## src/rtl/traffic_countdown_ctrl.sv

```systemverilog
// -----------------------------------------------------------------------------
// traffic_countdown_ctrl
//
// Two-way traffic light controller with a two-digit BCD countdown display.
// A prescaler divides clk down to a countdown tick. Each tick decrements the
// remaining-time display of the current phase. When the display reaches 01,
// the next tick moves the controller to the following phase. Night mode
// overrides the sequence: both yellow lamps flash and the display is blanked.
//
// Ports
//   clk          in   1  system clock, rising edge
//   rst_N        in   1  asynchronous active-low reset
//   run          in   1  1 = countdown and prescaler advance, 0 = freeze
//   night        in   1  1 = night mode (flashing yellow, display blanked)
//   number_BCD   out  8  remaining ticks of the phase, {tens, ones} in BCD
//   disp_enable  out  1  enable for the 2-digit tube driver
//   lights_ns    out  3  north-south lamps {red, yellow, green}
//   lights_ew    out  3  east-west lamps {red, yellow, green}
//   phase_done   out  1  one-cycle pulse after each countdown phase change
//
// States
//   state     | meaning
//   ----------+------------------------------------------------
//   NS_GREEN  | north-south go, east-west stop
//   NS_YELLOW | north-south clearing, east-west stop
//   EW_GREEN  | east-west go, north-south stop
//   EW_YELLOW | east-west clearing, north-south stop
//   NIGHT     | both yellows flash on each tick, display blanked
// -----------------------------------------------------------------------------
module traffic_countdown_ctrl #(
    parameter int CLK_FREQ_HZ = 50_000_000,
    parameter int TICK_HZ     = 1,
    parameter int GREEN_S     = 25,
    parameter int YELLOW_S    = 3
) (
    input  logic       clk,
    input  logic       rst_N,
    input  logic       run,
    input  logic       night,
    output logic [7:0] number_BCD,
    output logic       disp_enable,
    output logic [2:0] lights_ns,
    output logic [2:0] lights_ew,
    output logic       phase_done
);

    localparam int DIV = CLK_FREQ_HZ / TICK_HZ;
    localparam int PW  = $clog2(DIV);

    // Binary to two-digit BCD. This is only evaluated on constants.
    function automatic logic [7:0] to_bcd(input int v);
        return {4'(v / 10), 4'(v % 10)};
    endfunction

    localparam logic [7:0] GREEN_BCD  = to_bcd(GREEN_S);
    localparam logic [7:0] YELLOW_BCD = to_bcd(YELLOW_S);

    typedef enum logic [2:0] {
        NS_GREEN,
        NS_YELLOW,
        EW_GREEN,
        EW_YELLOW,
        NIGHT
    } state_t;

    state_t          state;
    logic [PW-1:0]   prescaler;
    logic            flash;
    logic            tick;

    assign tick = (prescaler == PW'(DIV - 1));

    // BCD decrement. A ones digit of 0 borrows from the tens digit.
    // The value 00 never reaches this function, because 01 causes a phase
    // change instead of a decrement.
    function automatic logic [7:0] bcd_dec(input logic [7:0] v);
        if (v[3:0] == 4'd0)
            return {v[7:4] - 4'd1, 4'd9};
        else
            return {v[7:4], v[3:0] - 4'd1};
    endfunction

    always_ff @(posedge clk or negedge rst_N) begin
        if (!rst_N) begin
            state       <= NS_GREEN;
            number_BCD  <= GREEN_BCD;
            prescaler   <= '0;
            flash       <= 1'b0;
            disp_enable <= 1'b1;
            lights_ns   <= 3'b001;
            lights_ew   <= 3'b100;
            phase_done  <= 1'b0;
        end else begin
            phase_done <= 1'b0;
            if (night) begin
                if (state != NIGHT) begin
                    // Enter night mode with both yellows lit. The prescaler
                    // restarts so that the first toggle comes one full tick
                    // period later.
                    state       <= NIGHT;
                    prescaler   <= '0;
                    flash       <= 1'b1;
                    number_BCD  <= 8'h00;
                    disp_enable <= 1'b0;
                    lights_ns   <= 3'b010;
                    lights_ew   <= 3'b010;
                end else if (tick) begin
                    prescaler <= '0;
                    flash     <= ~flash;
                    lights_ns <= {1'b0, ~flash, 1'b0};
                    lights_ew <= {1'b0, ~flash, 1'b0};
                end else begin
                    prescaler <= prescaler + PW'(1);
                end
            end else if (state == NIGHT) begin
                state       <= NS_GREEN;
                number_BCD  <= GREEN_BCD;
                prescaler   <= '0;
                flash       <= 1'b0;
                disp_enable <= 1'b1;
                lights_ns   <= 3'b001;
                lights_ew   <= 3'b100;
            end else if (run) begin
                if (tick) begin
                    prescaler <= '0;
                    if (number_BCD == 8'h01) begin
                        phase_done <= 1'b1;
                        case (state)
                            NS_GREEN: begin
                                state      <= NS_YELLOW;
                                number_BCD <= YELLOW_BCD;
                                lights_ns  <= 3'b010;
                                lights_ew  <= 3'b100;
                            end
                            NS_YELLOW: begin
                                state      <= EW_GREEN;
                                number_BCD <= GREEN_BCD;
                                lights_ns  <= 3'b100;
                                lights_ew  <= 3'b001;
                            end
                            EW_GREEN: begin
                                state      <= EW_YELLOW;
                                number_BCD <= YELLOW_BCD;
                                lights_ns  <= 3'b100;
                                lights_ew  <= 3'b010;
                            end
                            default: begin
                                state      <= NS_GREEN;
                                number_BCD <= GREEN_BCD;
                                lights_ns  <= 3'b001;
                                lights_ew  <= 3'b100;
                            end
                        endcase
                    end else begin
                        number_BCD <= bcd_dec(number_BCD);
                    end
                end else begin
                    prescaler <= prescaler + PW'(1);
                end
            end
        end
    end

endmodule

```

## config.mk

```make
export PLATFORM = sky130hd
export DESIGN_NAME = traffic_countdown_ctrl
export DESIGN_NICKNAME = d
export VERILOG_FILES = /design/src/rtl/traffic_countdown_ctrl.sv
export SDC_FILE = /design/constraint.sdc
export NUM_CORES = 1
export LEC_CHECK = 0
export BUFFER_PORTS_ARGS = -buffer_cell sky130_fd_sc_hd__buf_4
export CORE_ASPECT_RATIO = 1.25
export CORE_UTILIZATION = 65
export DETAILED_ROUTE_END_ITERATION = 7
export GPL_TIMING_DRIVEN = 1
export PLACE_DENSITY = 0.92
export REMOVE_ABC_BUFFERS = 1
export SYNTH_ARGS = -nofsm -noshare
export SYNTH_HDL_FRONTEND = slang
export SYNTH_SLANG_ARGS = --single-unit
```

## constraint.sdc

```tcl
create_clock -name clk -period 4.5 [get_ports clk]
set_input_delay 0.225 -clock clk [delete_from_list [all_inputs] [get_ports clk]]
set_output_delay 0.225 -clock clk [all_outputs]
set_load 0.01 [all_outputs]
```

; Word level (Yosys, flattened, before mapping)
; Cells that the tools add are included.
[totals]
output_inout_bits = 16
input_bits = 4
register_bits = 46
wordCells = 82
[classes]
reduce_logical = 15
n_addsub = 3
eq_ne = 8
bitwise_logic = 1
mux = 46
[ops]
columns = cell, n
row1 = 2-to-1 mux 26 bit, 5
row2 = 2-to-1 mux 8 bit, 7
row3 = 2-to-1 mux 3 bit, 18
row4 = "adder 26 x 1 -> 26 bit, second input constant", 1
row5 = "equality test 26 bit, second input constant", 1
row6 = 2-to-1 mux 1 bit, 12
row7 = one-hot mux 3 bit (2 select lines), 2
row8 = AND reduction 4 bit, 3
row9 = nonzero test 3 bit, 3
row10 = "equality test 8 x 1 -> 1 bit, second input constant", 1
row11 = "subtractor 4 x 1 -> 4 bit, second input constant", 2
row12 = 2-to-1 mux 6 bit, 1
row13 = one-hot mux 2 bit (3 select lines), 1
row14 = zero test 4 bit, 1
row15 = AND reduction 2 bit, 2
row16 = nonzero test 4 bit, 1
row17 = OR reduction 2 bit, 2
row18 = "equality test 3 x 1 -> 1 bit, second input constant", 1
row19 = "equality test 3 x 2 -> 1 bit, second input constant", 1
row20 = "equality test 3 bit, second input constant", 1
row21 = zero test 3 bit, 1
row22 = "inequality test 3 x 1 -> 1 bit, second input constant", 1
row23 = "inequality test 3 bit, second input constant", 1
row24 = AND reduction 3 bit, 1
row25 = 3 further kinds, 3

; Logic depth before layout (Yosys ltp)
[logic_depth]
ltp_word = 8
mapped_depth = 9
mapped_depth_nobuf = 7

; Worst setup path after synthesis
; Ideal clock, no wire load.
[synth_path]
path_kind = reg-to-reg
startpoint = register number_BCD[0]
endpoint = register number_BCD[4]
arrival_ns = 1.938
path_slack_ns = 2.437
stages_incl_launch_ff = 7
setup_ns = 0.125
period_less_slack_ns = 2.063
cell_sequence = dfstp_2 -> ha_1 -> nand4bb_1 -> a211o_1 -> a21oi_1 -> o21ai_2 -> mux2_2
[synth_between]
elab_chain_len = 6
word_cells_on_any_way = 9
cone_classes = eq/ne: 1 / mux: 5 / reduce/logical: 3
[synth_lines]
columns = element, line_no
row1 = from (decl), 40  ; output logic [7:0] number_BCD,
row2 = from (signal assigned), 155  ; number_BCD <= bcd_dec(number_BCD);
row3 = equality test 8 x 1 -> 1 bit, 126  ; if (number_BCD == 8'h01) begin
row4 = 2-to-1 mux 8 bit, 126
row5 = 2-to-1 mux 8 bit, 124  ; if (tick) begin
row6 = 2-to-1 mux 8 bit, 123  ; end else if (run) begin
row7 = 2-to-1 mux 8 bit, 115  ; end else if (state == NIGHT) begin
row8 = 2-to-1 mux 8 bit, 95  ; if (night) begin
; Several ways; a longest one is shown, not always the timed one. The select of a mux whose other input is x is not followed.
; A chain may end at the register's enable or synchronous reset.

; Worst setup path after layout
[layout_path]
startpoint = register state[2]
endpoint = register prescaler[14]
[layout_between]
elab_chain_len = 3
word_cells_on_any_way = 6
cone_classes = eq/ne: 2 / mux: 3 / reduce/logical: 1
[layout_lines]
columns = element, line_no
row1 = from (decl), 66  ; state_t state;
row2 = from (signal assigned), 85  ; state <= NS_GREEN;
row3 = from (signal assigned), 100  ; state <= NIGHT;
row4 = from (signal assigned), 116  ; state <= NS_GREEN;
row5 = equality test 3 bit or inequality test 3 bit (tied branches), "115, 96"
row6 = 2-to-1 mux 26 bit (on tied branches), "115, 96"
row7 = 2-to-1 mux 26 bit, 95
row8 = to (signal assigned), 113  ; prescaler <= prescaler + PW'(1);
row9 = to (signal assigned), 158  ; prescaler <= prescaler + PW'(1);
row10 = to (decl), 67  ; logic [PW-1:0] prescaler;
; Several ways; a longest one is shown, not always the timed one.

==> results.py <==
metrics = {
    "run_status": {
        "outcome": "finished, final reports clean",
    },
    "cts": {
        "cts.repair.resized": 0,
        "cts.sinks": 46,
        "clk_pin_slew_ns": 0.09,
        "cts_buffers": 5,
        "cts_max_path_buffers": 2,
        "htreeDepth": 2,
        "root_buffer": "clkbuf_8",
        "clk_latency_ns": 0.31,
        "cts_tree": "done",
    },
    "synthesis": {
        "yosysUniqueCellTypes": 63,
        "synthXorXnorAreaFrac": 0.0687,
        "synth_area_leaders": "dfrtp_1 (36%), dfstp_2 (5.6%), nor2_1 (4.8%)",
        "synth_edf_count": 0,
        "yosysTopAreaCellShare": 0.357,
        "synth_flop_cell": "dfrtp_1",
        "ys_async_sr_fraction": 1.00,
        "synth_top_family_by_area": "simple AND/OR/NAND/NOR gates",
        "synth_compound_area_frac": 0.147,
        "syn_area_per_cell_um2": 9.35,
        "yosys_warnings": 0,
        "post-synth-top-area-cell": "dfrtp_1",
        "synthMuxAreaShare": 0.0334,
        "syn_area_um2": 2810,
        "synth_fa_ha_area_frac": 0.0312,
        "yosysSeqAreaShare": 0.413,
        "synth_cells": 300,
        "synthSimpleGateAreaFrac": 0.258,
        "synth-seq-cells": 46,
    },
    "global_route": {
        "grt_overflow": 0,
        "grt_pass1_wl_um": 10000,
        "track_usage": 0.296,
        "grt_pass1_vias": 2240,
        "antenna_found_initial": 0,
        "grt_max_degree": 47,
    },
    "sta": {
        "skew_ns": 0.00856,
        "max_clock_freq_mhz": 355,
        "maxSlewViolCount": 0,
        "finalSetupViolCount": 0,
        "min_period_ns": 2.81,
        "rsz0062_at_grt": "false",
        "whs_ns": 0.266,
        "hold_violations": 0,
        "fin_crit_sh": 0.625,
        "slew_headroom": 0.450,
        "final.setup.tns_ns": 0,
        "tightest_slew_ns": 0.825,
    },
    "worst_setup_path": {
        "startpoint_type": "flop",
        "r2r_end": "prescaler[14]",
        "crit_path_end_kind": "flop",
        "crit_arrival_ns": 3.02,
        "worstSetupPathType": "flop to flop",
        "reg2reg_from": "state[2]",
        "crit_required_ns": 4.70,
        "r2r_slack_ns": 1.69,
        "crit_fanout": 18,
        "ff2ff_path_depth": 7,
    },
    "finish": {
        "mostFrequentLayoutCell": "dfrtp_1",
        "final_util": 0.742,
        "final_cell_mix": "dfrtp_1 (40), nor2_1 (36), buf_4 (21), nand2_1 (17), nor3_1 (16)",
        "layout.nets": 324,
        "final_cells": 370,
        "diodes": 0,
        "drive_gt1_frac": 0.162,
        "syn_to_final_growth_pct": 8.43,
    },
    "place": {
        "dp.final_hpwl_um": 4350,
        "port_buffers": 19,
        "dp.cells": 361,
        "globalplace.congestion": 0.933,
    },
    "flow_run": {
        "timing.max_cap.violations": 0,
    },
    "hold_path": {
        "hp-start": "night",
        "whs_path_depth": 3,
        "hp-class": "primary input to flop",
        "holdPathEnd": "number_BCD[3]",
    },
    "power": {
        "leakage_nw": 1.26,
        "ir_drop_uv": 267,
        "powerDensity_nw_per_um2": 533,
        "finalPower_w": 0.00162,
    },
    "drt": {
        "vias": 2345,
        "first_iter_violations": 184,
        "drc": 0,
        "final_antenna_net_count": 0,
        "vias_per_cell": 6.34,
        "wirelength_um": 6220,
        "firstDrtPassIters": 7,
        "routedWlPerCell_um": 16.8,
    },
    "floorplanning": {
        "die_area_um2": 4590,
        "num_rows": 26,
        "start_util": 0.685,
        "top_level_ports": 20,
        "die_width_um": 60.8,
        "coreArea_um2": 4100,
        "chipHeight_um": 75.5,
    },
}
-- layer usage --
metal	routed length, um	track usage
met4	183	0.174
met2	3250	0.504
met5	0	0
met3	296	0.0645
met1	2490	0.340
-- kinds of logic after synthesis --
kind of cell	Yosys count
flops	46
mux	8
buf+inv	26
fa+ha+maj	7
xor+xnor	22
compound gates	58
simple gates	133
-- where the power goes --
group / total [W] / internal [W] / switching, W
combinational: 0.000759 / 0.000315 / 0.000444
clock: 0.000261 / 0.000112 / 0.000149
sequential: 0.000601 / 0.000505 / 0.0000955
-- stage by stage --
| step | worst slack (ns) | cell area [um^2] |
|---|---|---|
| 2_1_floorplan | 2.03 | 2710 |
| 3_3_place_gp | 1.82 | 2940 |
| 3_5_place_dp | 1.69 | 2940 |
| 4_1_cts | 1.70 | 3040 |
| 5_1_grt | 1.51 | 3040 |
| 6_report | 1.69 | 3040 |
-- Yosys cell counts, drive strengths merged, types with 3 or more instances --
cell type	number
clkbuf	5
nor3b	3
and4	8
nor4b	3
nand3	11
o31ai	3
a21o	3
nand4	9
mux2i	3
nor2b	4
a31oi	3
a21oi	12
o21ai	14
a22o	5
nand2b	4
xnor2	15
o22ai	3
buf	11
ha	7
or2	3
nor2	37
xor2	7
and3	3
inv	9
dfrtp	40
nand2	18
mux2	5
o2bb2ai	3
nor4	4
dfstp	6
nor3	16
-- worst max path at each step --
| stage | start | end | slack [ns] |
|---|---|---|---|
| 3_3_place_gp | state[1] | prescaler[14] | 1.82 |
| 3_5_place_dp | state[2] | prescaler[14] | 1.69 |
| 4_1_cts | state[2] | prescaler[14] | 1.70 |
| 5_1_grt | state[2] | prescaler[14] | 1.51 |
| 6_report | state[2] | prescaler[14] | 1.69 |
| 2_1_floorplan | state[1] | lights_ns[1] | 2.03 |
-- state kept, by name, summed over array words and instances (netlist names) --
name and flops:
disp_enable 1, flash 1, lights_ew 3, lights_ns 3
number_BCD 8, phase_done 1, prescaler 26, state 3
-- worst max-delay path, stage by stage (launching register included) --
cell     delay, ns
dfrtp_1       0.51
or3b_1        0.58
inv_6         0.19
nor2_2        0.09
o31ai_4       0.74
buf_4         0.29
o22ai_1       0.10
a21o_1        0.20
-- repair_timing --
action                                 4_1_cts  5_1_grt
buffers inserted                             0        0
endpoints found under the hold margin       40        0
hold buffers                                 1        0
-- layout make-up --
type | instances | area [um^2]
clock buffer | 5 | 68.8
clock inverter | 3 | 25.0
fill | 303 | 1060
inverter | 10 | 42.5
multi-input combinational | 228 | 1510
sequential | 46 | 1160
tap | 56 | 70.1
timing repair buffer | 22 | 168
(Power assumes the default switching activity.)
